--- src/rtl/video_out_stage.sv ---
// Final video output stage: re-times sync strobes to the late colour pipeline, composites
// sprite over background, drives the registered PMOD word and a vblank frame tick / irq.
module video_out_stage #(
   parameter int unsigned SYNC_DELAY   = 2,
   parameter bit          VSYNC_ACTIVE = 1'b1
) (
   input  logic        clk,
   input  logic        rst_n,
   input  logic        hsync_in,
   input  logic        vsync_in,
   input  logic        visible_in,
   input  logic        sprite_on_in,
   input  logic [1:0]  bg_r,
   input  logic [1:0]  bg_g,
   input  logic [1:0]  bg_b,
   input  logic        cfg_wr,
   input  logic [1:0]  cfg_addr,
   input  logic [15:0] cfg_wdata,
   output logic [15:0] cfg_rdata,
   output logic [7:0]  uo_out,
   output logic        irq
);

   localparam int unsigned COL_W   = 6;
   localparam int unsigned TAG_W   = 4;
   localparam int unsigned CTRL_W  = 4;
   localparam int unsigned FRAME_W = 16;

   localparam logic [1:0] ADDR_CTRL   = 2'd0;
   localparam logic [1:0] ADDR_SPR    = 2'd1;
   localparam logic [1:0] ADDR_FRAME  = 2'd2;
   localparam logic [1:0] ADDR_STATUS = 2'd3;

   // Tag carried down the delay line: {valid, visible, vsync, hsync}.
   // The valid bit marks stages still holding reset fill rather than real strobes.
   logic [TAG_W-1:0] tag_in;
   logic [TAG_W-1:0] tag_d;
   logic             tag_valid;
   logic             vis_d;
   logic             vs_d;
   logic             hs_d;

   assign tag_in = {1'b1, visible_in, vsync_in, hsync_in};
   assign {tag_valid, vis_d, vs_d, hs_d} = tag_d;

   if (SYNC_DELAY == 0) begin : g_wire
      assign tag_d = tag_in;
   end else begin : g_dly
      logic [TAG_W-1:0] dly_q [SYNC_DELAY];

      always_ff @(posedge clk or negedge rst_n) begin
         if (!rst_n) begin
            for (int unsigned i = 0; i < SYNC_DELAY; i++) dly_q[i] <= '0;
         end else begin
            dly_q[0] <= tag_in;
            for (int unsigned i = 1; i < SYNC_DELAY; i++) dly_q[i] <= dly_q[i-1];
         end
      end

      assign tag_d = dly_q[SYNC_DELAY-1];
   end

   logic [CTRL_W-1:0]  ctrl_q,    ctrl_d;
   logic [COL_W-1:0]   spr_q,     spr_d;
   logic [FRAME_W-1:0] frame_q,   frame_d;
   logic               pend_q,    pend_d;
   logic               vs_prev_q, vs_prev_d;
   logic [7:0]         uo_q,      uo_d;

   logic [COL_W-1:0] colour;
   logic             vs_eff;
   logic             frame_evt;
   logic             wr_ctrl, wr_spr, wr_frame, wr_status;
   logic             wdata_unused;

   assign wr_ctrl      = cfg_wr && (cfg_addr == ADDR_CTRL);
   assign wr_spr       = cfg_wr && (cfg_addr == ADDR_SPR);
   assign wr_frame     = cfg_wr && (cfg_addr == ADDR_FRAME);
   assign wr_status    = cfg_wr && (cfg_addr == ADDR_STATUS);
   assign wdata_unused = ^cfg_wdata[15:COL_W];

   // Reset fill counts as the active level so a held vsync never looks like a fresh edge.
   assign vs_eff    = tag_valid ? vs_d : VSYNC_ACTIVE;
   assign frame_evt = (vs_eff == VSYNC_ACTIVE) && (vs_prev_q != VSYNC_ACTIVE);

   always_comb begin
      colour = '0;
      if (vis_d) begin
         if (sprite_on_in && ctrl_q[0]) colour = spr_q;
         else if (ctrl_q[1])            colour = {bg_b, bg_g, bg_r} ^ {COL_W{ctrl_q[2]}};
      end
   end

   // Frame event outranks same-cycle FRAME clear (giving 1) and PENDING clear.
   always_comb begin
      ctrl_d    = ctrl_q;
      spr_d     = spr_q;
      frame_d   = frame_q;
      pend_d    = pend_q;
      vs_prev_d = vs_eff;
      uo_d      = {vs_d, hs_d, colour};
      if (wr_ctrl) ctrl_d = cfg_wdata[CTRL_W-1:0];
      if (wr_spr)  spr_d  = cfg_wdata[COL_W-1:0];
      if (wr_frame) frame_d = '0;
      if (frame_evt) frame_d = frame_d + FRAME_W'(1);
      if (frame_evt)                     pend_d = 1'b1;
      else if (wr_status && cfg_wdata[0]) pend_d = 1'b0;
   end

   always_ff @(posedge clk or negedge rst_n) begin
      if (!rst_n) begin
         ctrl_q    <= CTRL_W'(4'h3);
         spr_q     <= COL_W'(6'h3F);
         frame_q   <= '0;
         pend_q    <= 1'b0;
         vs_prev_q <= VSYNC_ACTIVE;
         uo_q      <= '0;
      end else begin
         ctrl_q    <= ctrl_d;
         spr_q     <= spr_d;
         frame_q   <= frame_d;
         pend_q    <= pend_d;
         vs_prev_q <= vs_prev_d;
         uo_q      <= uo_d;
      end
   end

   always_comb begin
      cfg_rdata = '0;
      case (cfg_addr)
         ADDR_CTRL:  cfg_rdata = {12'h000, ctrl_q};
         ADDR_SPR:   cfg_rdata = {10'h000, spr_q};
         ADDR_FRAME: cfg_rdata = frame_q;
         default:    cfg_rdata = {15'h0000, pend_q};
      endcase
   end

   assign uo_out = uo_q;
   assign irq    = pend_q & ctrl_q[3];

endmodule
--- config.mk ---
export PLATFORM = sky130hd
export DESIGN_NAME = video_out_stage
export DESIGN_NICKNAME = d
export VERILOG_FILES = /design/src/rtl/video_out_stage.sv
export SDC_FILE = /design/constraint.sdc
export NUM_CORES = 1
export LEC_CHECK = 0
export BUFFER_PORTS_ARGS = -buffer_cell sky130_fd_sc_hd__buf_2
export CAP_MARGIN = 20
export CORE_MARGIN = 10
export CORE_UTILIZATION = 56
export CTS_CLUSTER_DIAMETER = 80
export DETAILED_ROUTE_END_ITERATION = 7
export PLACE_DENSITY = 0.84
export RECOVER_POWER = 50
export SLEW_MARGIN = 40
export SYNTH_ARGS = -nofsm -noshare
export SYNTH_HDL_FRONTEND = slang
export SYNTH_SLANG_ARGS = --single-unit
--- constraint.sdc ---
create_clock -name clk -period 3.5 [get_ports clk]
set_clock_uncertainty 0.2 [all_clocks]
set_input_delay 0.175 -clock clk [delete_from_list [all_inputs] [get_ports clk]]
set_output_delay 0.175 -clock clk [all_outputs]
set_load 0.02 [all_outputs]
## Word level (Yosys, flattened, before mapping)

Cells that the tools add are included.

| word-level totals | value |
|---|---|
| register bits | 44 |
| bits of input ports | 31 |
| output and inout bits | 25 |
| word-level logic and storage cells | 33 |

| cells by class | value |
|---|---|
| add/sub/neg operators | 1 |
| equal/unequal tests | 3 |
| muxes and demuxes | 9 |
| bitwise operators | 3 |
| reductions and logical operators | 9 |

Operator list:

| operator | number |
|---|---|
| $pmux 16 s3 | 1 |
| $mux 16 | 2 |
| $mux 6 | 3 |
| $add 16x1->16 const B | 1 |
| $logic_and 1x1->1 | 7 |
| $xor 6x6->6 | 1 |
| $eq 2x2->1 const B | 2 |
| $mux 1 | 3 |
| $eq 2x1->1 const B | 1 |
| $logic_not 2->1 | 1 |
| $reduce_bool 2->1 | 1 |
| $and 1x1->1 | 1 |
| $not 1->1 | 1 |

## Depth between registers and ports, before layout

Gate-level depths: netlist of run 1.

| depth | value |
|---|---|
| depth in word-level cells | 5 |
| depth in mapped cells | 8 |
| mapped depth without buffers | 7 |

## Worst setup path after synthesis of run 1

No wires, ideal clock.

| timing path | value |
|---|---|
| kind | in2reg |
| from | input port cfg_addr[0] |
| to | register frame_q[12] |
| setup time | 0.077 ns |
| data arrival time | 1.946 ns |
| data required time | 3.223 ns |
| slack | 1.276 ns |
| stages on the path | 8 |
| path buffers | 1 |
| path through | nand3b_1 > clkbuf_1 > and2_1 > ha_1 > nand2_1 > or4_4 > or3_1 > a21oi_1 |

| on the way | value |
|---|---|
| longest elaborated chain between the ends | 5 |

Ends and longest elaborated chain:

| item | RTL line | RTL |
|---|---|---|
| start: declaration | 17 | `input logic [1:0] cfg_addr,` |
| $eq 2x2->1 (*) | 78 | `assign wr_frame = cfg_wr && (cfg_addr == ADDR_FRAME);` |
| $logic_and 1x1->1 (*) | 78 |  |
| $mux 16 (*) | 104 | `if (wr_frame) frame_d = '0;` |
| $add 16x1->16 | 105 | `if (frame_evt) frame_d = frame_d + FRAME_W'(1);` |
| $mux 16 (*) | 105 |  |
| net frame_d[12] | 65 | `logic [FRAME_W-1:0] frame_q, frame_d;` |
| end signal: assignment | 121 | `frame_q <= frame_d;` |
| end: declaration | 65 |  |

The timed path passes the listed nets; every way through them passes the cells marked *.
A chain may end at the register's enable or synchronous reset.

## Worst setup path in the final report of run 1

| timing path | value |
|---|---|
| from | input port cfg_addr[1] |
| to | register frame_q[12] |

The elaborated chain is that of the path after synthesis.

==> impl_results.md, run 1 <==
- Die width: 80.9 um
- Worst path required time: 3.52 ns
- Pre-CTS setup slack: 0.917 ns
- Critical path class: in -> reg
- Comb power frac: 0.183
- Worst vdd ir: 0.274 mV
- Clock sink count: 44
- Clk_lat worst skew: 0.30 ns
- Worst-case reg-to-reg path depth: 6
- Layout area overhead: 22.2%
- WHS Path Cells: 3
- H-tree depth: 2
- DR vias/cell: 5.49
- Pre-antenna DRT Iters: 5
- Final setup fails: 0
- Top cells by area, synth: dfrtp_1, dfstp_2, mux2_2
- Buf+Inv Stages, Crit Path: 1
- Cell chain of the critical path: clkbuf_1 > nand3b_1 > and2_1 > ha_1 > nand2_1 > or4_4 > or3_1 > a21oi_1
- Post-synth top area share: 0.422
- Slack of the worst reg-to-reg path: 1.34 ns
- Synth cell count leaders: dfrtp_1, and2_1, nand2_1
- Max clock buf depth: 2
- Dominant cell type by area after synthesis: dfrtp_1
- Flip-flop and latch count after synthesis: 44
- CTS Root Cell: clkbuf_8
- Sequential fraction of the synthesis area: 0.536
- CTS tree: yes
- Hold Path End: pend_q
- CP startpoint kind: primary input
- Starting Density: 0.572
- Ys flop type: dfrtp_1
- Number of routed nets with antenna violations: 0
- Final WS setup: 1.08 ns
- Internal: 918 uW
- Stages on worst setup path: 8
- CP max stage cell: or4_4
- Leakage: 1.20 nW
- EDFF count, synth: 0
- CP max stage delay: 0.53 ns
- Port bufs: 45
- Post-layout minimum cycle time: 2.42 ns
- Least-Margin Pin Slew: 0.719 ns
- TritonCTS buffer count: 5
- Final #Nets: 269
- RSZ-0062 raised after global routing: no
- Net Sw Power: 345 uW
- Proportion of layout cells with a drive suffix above 1: 0.324
- Unique masters post-synth: 42
- Die ar.: 0.00654 mm2
- Fin Hold WS: 0.0386 ns
- Largest fanout on the critical path: 12
- Via count: 1571
- Ant. Diodes: 0
- Num rows: 22
- Largest net degree at the start of global routing: 45
- Global-route wire length before repair: 7.64 mm
- Core ar.: 0.00363 mm2
- Die height: 80.9 um
- R2r endpoint: frame_q[12]
- Routed WL per cell: 16.1 um
- 1st-iter DRT viols: 141
- Syn_nets: 215
- Sequential Power Share: 0.497
- Worst path top cell family by delay: simple AND/OR/NAND/NOR gates
- Drt total wl: 4.59 mm
- Total GRT Usage: 0.147
- Status: finished clean
- Ports: 56
- R2R Path Start: frame_q[1]
- Fillcell total: 284
- Hold Crit Class: in -> reg
- Max Slew Vio Count: 0
- FMAX: 414 MHz
- Worst Setup End Kind: flip-flop
- Final Hold Viols: 0
- Count leader, synth: dfrtp_1
- Synth async-reset ratio: 1.00
- Syn Inst Count: 183
- Syn Std Cell Area: 0.00208 mm2
- GRT overflow: 0
- Gates resized, CTS repair: 0
- Vias in the first global route: 1603
- Initial antenna violation count: 0
- Clock-pin slew on the worst setup and hold paths: 0.08 ns
- Critical Path AT: 2.44 ns
- Worst slew margin: 0.517
- Yosys warning count: 0
- Clk pwr share: 0.320
- Post-DP HPWL: 3.16 mm
- Final Cycle Share: 0.691
- Syn avg cell area: 11.3 um2
- Residual DRC: 0
- Total Neg Setup Slack: 0 ns
- Hold_sp: cfg_wr
- Sw Share: 0.273
- PwrDens: 498 mW/mm2
- # Max-Cap Violations: 0
- Final GP Congestion: 0.831
power groups by stage:
stage               Combinational, mW  Clock, mW  Sequential [mW]
floorplan                       0.149          0            0.629
global placement                0.217          0            0.634
detailed placement              0.221          0            0.636
CTS                             0.233      0.411            0.628
global route                    0.256      0.434            0.636
finish                          0.231      0.404            0.628
final cells by class:
type / count / area [um2] / share of cell area
multi-input cells: 130 / 915 / 0.360
clock inverters: 2 / 38.8 / 0.0153
inverters: 1 / 3.75 / 0.00148
repair buffers: 55 / 327 / 0.129
clock buffers: 6 / 82.6 / 0.0325
flip-flops and latches: 44 / 1110 / 0.438
well taps: 48 / 60.1 / 0.0237
state kept, by name, indices dropped and copies added, names as in the netlist:
| signal | count |
|---|---|
| uo_out | 8 |
| vs_prev_q | 1 |
| spr_q | 6 |
| pend_q | 1 |
| tag_d | 4 |
| ctrl_q | 4 |
| g_dly.dly_q | 4 |
| frame_q | 16 |
what timing repair did:
action / 4_1_cts / 5_1_grt
setup buffers: 0 / 0
hold endpoints to repair: 48 / 0
hold buffers: 10 / 0
setup endpoints to repair: 0 / 0
metal layers:
layer,global-route usage,vias to the layer above,wire length [um],share of wire
met3,0.0486,6,342,0.074
met4,0.0536,0,70,0.015
met2,0.256,47,2290,0.50
li1,-,752,-,-
met1,0.164,766,1890,0.41
met5,0,-,0,0
worst max-delay path by stage:
stage	start	to	slack, ns
after floorplan	cfg_addr[0]	frame_q[12]	1.28
after global placement	cfg_addr[0]	frame_q[10]	0.96
after detailed placement	cfg_addr[0]	frame_q[10]	0.92
after CTS	cfg_addr[0]	frame_q[12]	1.20
after global routing	cfg_addr[1]	frame_q[12]	0.90
final	cfg_addr[1]	frame_q[12]	1.08
worst register-to-register path, delay by kind of cell (launching register included):
family,cells,cell delay (ns)
simple gates,4,1.16
compound gates,1,0.16
fa+ha+maj,1,0.17
flops,1,0.39
placed cells by master (no fill, tap or decap), types with 2 or more instances in the layout:
master / netlist / routed
xnor2_1: 4 / 4
dfrtp_1: 35 / 35
dfstp_2: 9 / 9
nand2b_1: 3 / 3
mux2i_1: 5 / 5
o21ai_0: 6 / 6
mux2_2: 11 / 11
dlygate4sd3_1: 0 / 10
a22oi_1: 6 / 6
nand3b_1: 2 / 2
nand4_1: 3 / 3
a31o_2: 2 / 2
nor2_1: 9 / 9
nor2b_1: 9 / 10
a21oi_1: 5 / 5
nand3_1: 4 / 4
and4_1: 2 / 2
clkbuf_8: 0 / 6
and2_1: 14 / 14
a22o_1: 2 / 2
buf_2: 1 / 43
nand2_1: 13 / 13
or3_1: 4 / 4
nor4_1: 3 / 3
xor2_1: 8 / 8
metrics by stage:
| step | cell area [um2] | cells | total power, mW | util |
|---|---|---|---|---|
| finish | 2540 | 286 | 1.26 | 0.699 |
| global route | 2540 | 286 | 1.33 | 0.699 |
| CTS | 2550 | 286 | 1.27 | 0.701 |
| detailed placement | 2330 | 268 | 0.857 | 0.640 |
| global placement | 2320 | 268 | 0.851 | 0.639 |
| floorplan | 2080 | 183 | 0.778 | - |
cells by family (layout without fill, tap and decap cells):
logic type	after synthesis	after routing	share of synthesized area
muxes	17	17	0.0946
buffers and inverters	9	64	0.0205
and+or+nand+nor	73	73	0.206
other	1	1	0.00181
adders and majority gates	1	1	0.00602
DFF	44	44	0.536
AOI/OAI and AO/OA	26	26	0.0849
xor gates and xnor gates	12	12	0.0506
Note: power is estimated with default switching activity, not from simulation.
==> run 2: changes to the inputs <==
--- a/config.mk
+++ b/config.mk
@@ -8,10 +8,10 @@
 export BUFFER_PORTS_ARGS = -buffer_cell sky130_fd_sc_hd__buf_2
 export CAP_MARGIN = 20
 export CORE_MARGIN = 10
-export CORE_UTILIZATION = 56
+export CORE_UTILIZATION = 52
 export CTS_CLUSTER_DIAMETER = 80
 export DETAILED_ROUTE_END_ITERATION = 7
-export PLACE_DENSITY = 0.84
+export PLACE_DENSITY = 0.79
 export RECOVER_POWER = 50
 export SLEW_MARGIN = 40
 export SYNTH_ARGS = -nofsm -noshare
==> constraint.sdc (replaced) <==
create_clock -name clk -period 2.4 [get_ports clk]
set_clock_uncertainty 0.2 [all_clocks]
set_input_delay 0.12 -clock clk [delete_from_list [all_inputs] [get_ports clk]]
set_output_delay 0.12 -clock clk [all_outputs]
set_load 0.02 [all_outputs]
==> impl_results.md, run 2 (synthesis gave the netlist of run 1 again) <==
- Most flops, register: frame_q
- Vias in the first global route: 1633
- Via count: 1600
- Internal: 1.25 mW
- Layout area overhead: 22.8%
- Finished Cell Area: 0.00255 mm2
- Hold Crit Class: in -> reg
- WHS Path Cells: 4
- DR vias/cell: 5.48
- Residual DRC: 0
- Max reg flops: 16
- Routed WL per cell: 16.2 um
- Worst-case reg-to-reg path depth: 6
- RSZ-0062 raised after global routing: no
- 1st-iter DRT viols: 79
- Sequential Power Share: 0.525
- Largest net degree at the start of global routing: 26
- Core ar.: 0.00377 mm2
- Number of routed nets with antenna violations: 0
- Largest fanout on the critical path: 5
- FF+latch area: 0.00111 mm2
- Commonest cells after routing, fill and taps aside: buf_2, dfrtp_1, and2_1, nand2_1, dlygate4sd3_1
- CTS Root Cell: clkbuf_8
- Final #Nets: 275
- Final setup fails: 0
- Total Neg Setup Slack: 0 ns
- FMAX: 433 MHz
- PwrDens: 686 mW/mm2
- Worst slew margin: 0.161
- Final Hold Viols: 0
- Leading cell type in the layout, fill and taps excluded: buf_2
- Global-route wire length before repair: 8.02 mm
- Final GP Congestion: 0.786
- Clk pwr share: 0.272
- Final Cycle Share: 0.962
- Status: finished clean
- Clock sink count: 44
- Cells after DPL: 272
- Critical Path AT: 2.33 ns
- Multi-input logic area: 922 um2
- Die ar.: 0.00692 mm2
- Critical path class: in -> reg
- Total GRT Usage: 0.140
- Proportion of layout cells with a drive suffix above 1: 0.303
- Fin Hold WS: 0.0215 ns
- Initial antenna violation count: 0
- Clock-pin slew on the worst setup and hold paths: 0.08 ns
- CTS tree: yes
- Final core utilization: 0.676
- Least-Margin Pin Slew: 1.26 ns
- # Max-Cap Violations: 0
- Drt total wl: 4.73 mm
- H-tree depth: 2
- GRT overflow: 0
- Post-CTS setup buffer count: 0
- Post-DP Area: 0.00235 mm2
- Max Slew Vio Count: 0
- Port bufs: 45
- Post-layout minimum cycle time: 2.31 ns
- Worst path required time: 2.42 ns
- Die width: 83.2 um
- Worst Setup End Kind: flip-flop
- Ports: 56
- Post-DP HPWL: 3.44 mm
- Max clock buf depth: 2
- Leakage: 1.18 nW
- Die height: 83.2 um
- Comb power frac: 0.203
- TritonCTS buffer count: 5
- Ant. Diodes: 0
- Starting Density: 0.551
- Fillcell total: 299
- Pre-antenna DRT Iters: 4
- Worst vdd ir: 0.495 mV
- Num rows: 22
- Net Sw Power: 502 uW
- Clk_lat worst skew: 0.29 ns
- CP startpoint kind: primary input
- Sw Share: 0.287
- Final Non-Filler Cells: 292
run 2: cell count changes in the layout (fill, tap and decap cells not counted), sizes merged:
cell         previous run  this run
dlygate4sd3            10        12
bufinv                  1         0
clkbuf                  7        18
buf                    44        39
clkinv                  1         0
run 2: worst paths after layout:
path	endpoint	slack, ns	startpoint
worst min-delay path	uo_out[1]	0.02	bg_r[1]
worst min register to register	tag_d[1]	0.15	g_dly.dly_q[5]
worst max-delay path	frame_q[12]	0.09	cfg_wr
max in group asynchronous	vs_prev_q	0.43	rst_n
min in group asynchronous	tag_d[0]	0.41	rst_n
worst max register to register	frame_q[12]	0.35	frame_q[1]
run 2: cell type report:
cell class	count	share of cell area
tap	48	0.0236
clock buffer	8	0.0353
multi-input combinational	130	0.362
sequential	44	0.436
inverter	1	0.00147
timing repair buffer	61	0.142
run 2: timing repair:
item / 4_1_cts / 5_1_grt
endpoints found under the hold margin: 38 / 0
hold buffers: 12 / 0
endpoints found under the setup margin: 0 / 2
resized for setup: 0 / 3
run 2: critical path, stage by stage:
cell and delay (ns):
dlygate4sd3_1 0.53, buf_2 0.15, nand3b_1 0.14, and2_4 0.17, ha_1 0.17, nand2_2 0.09
or4_4 0.45, or3_1 0.35, a21oi_1 0.16
run 2: power by group through the flow:
| stage | Clock [mW] | Sequential, mW | Combinational [mW] |
|---|---|---|---|
| 2_1_floorplan | 0 | 0.918 | 0.217 |
| 3_3_place_gp | 0 | 0.924 | 0.324 |
| 3_5_place_dp | 0 | 0.929 | 0.334 |
| 4_1_cts | 0.494 | 0.915 | 0.352 |
| 5_1_grt | 0.527 | 0.932 | 0.393 |
| 6_report | 0.475 | 0.918 | 0.355 |
run 2: metal layers:
metal | track usage | up-vias | share of wire
met5 | 0 | - | 0
met4 | 0.0554 | 0 | 0.0061
met3 | 0.0557 | 2 | 0.067
met2 | 0.214 | 41 | 0.49
met1 | 0.171 | 794 | 0.44
li1 | - | 763 | -
run 2: through the flow:
stage | power, mW | setup slack [ns]
after floorplan | 1.13 | 0.231
after global placement | 1.25 | 0.231
after detailed placement | 1.26 | 0.158
after CTS | 1.76 | 0.0318
after global routing | 1.85 | 0.00753
final | 1.75 | 0.0913
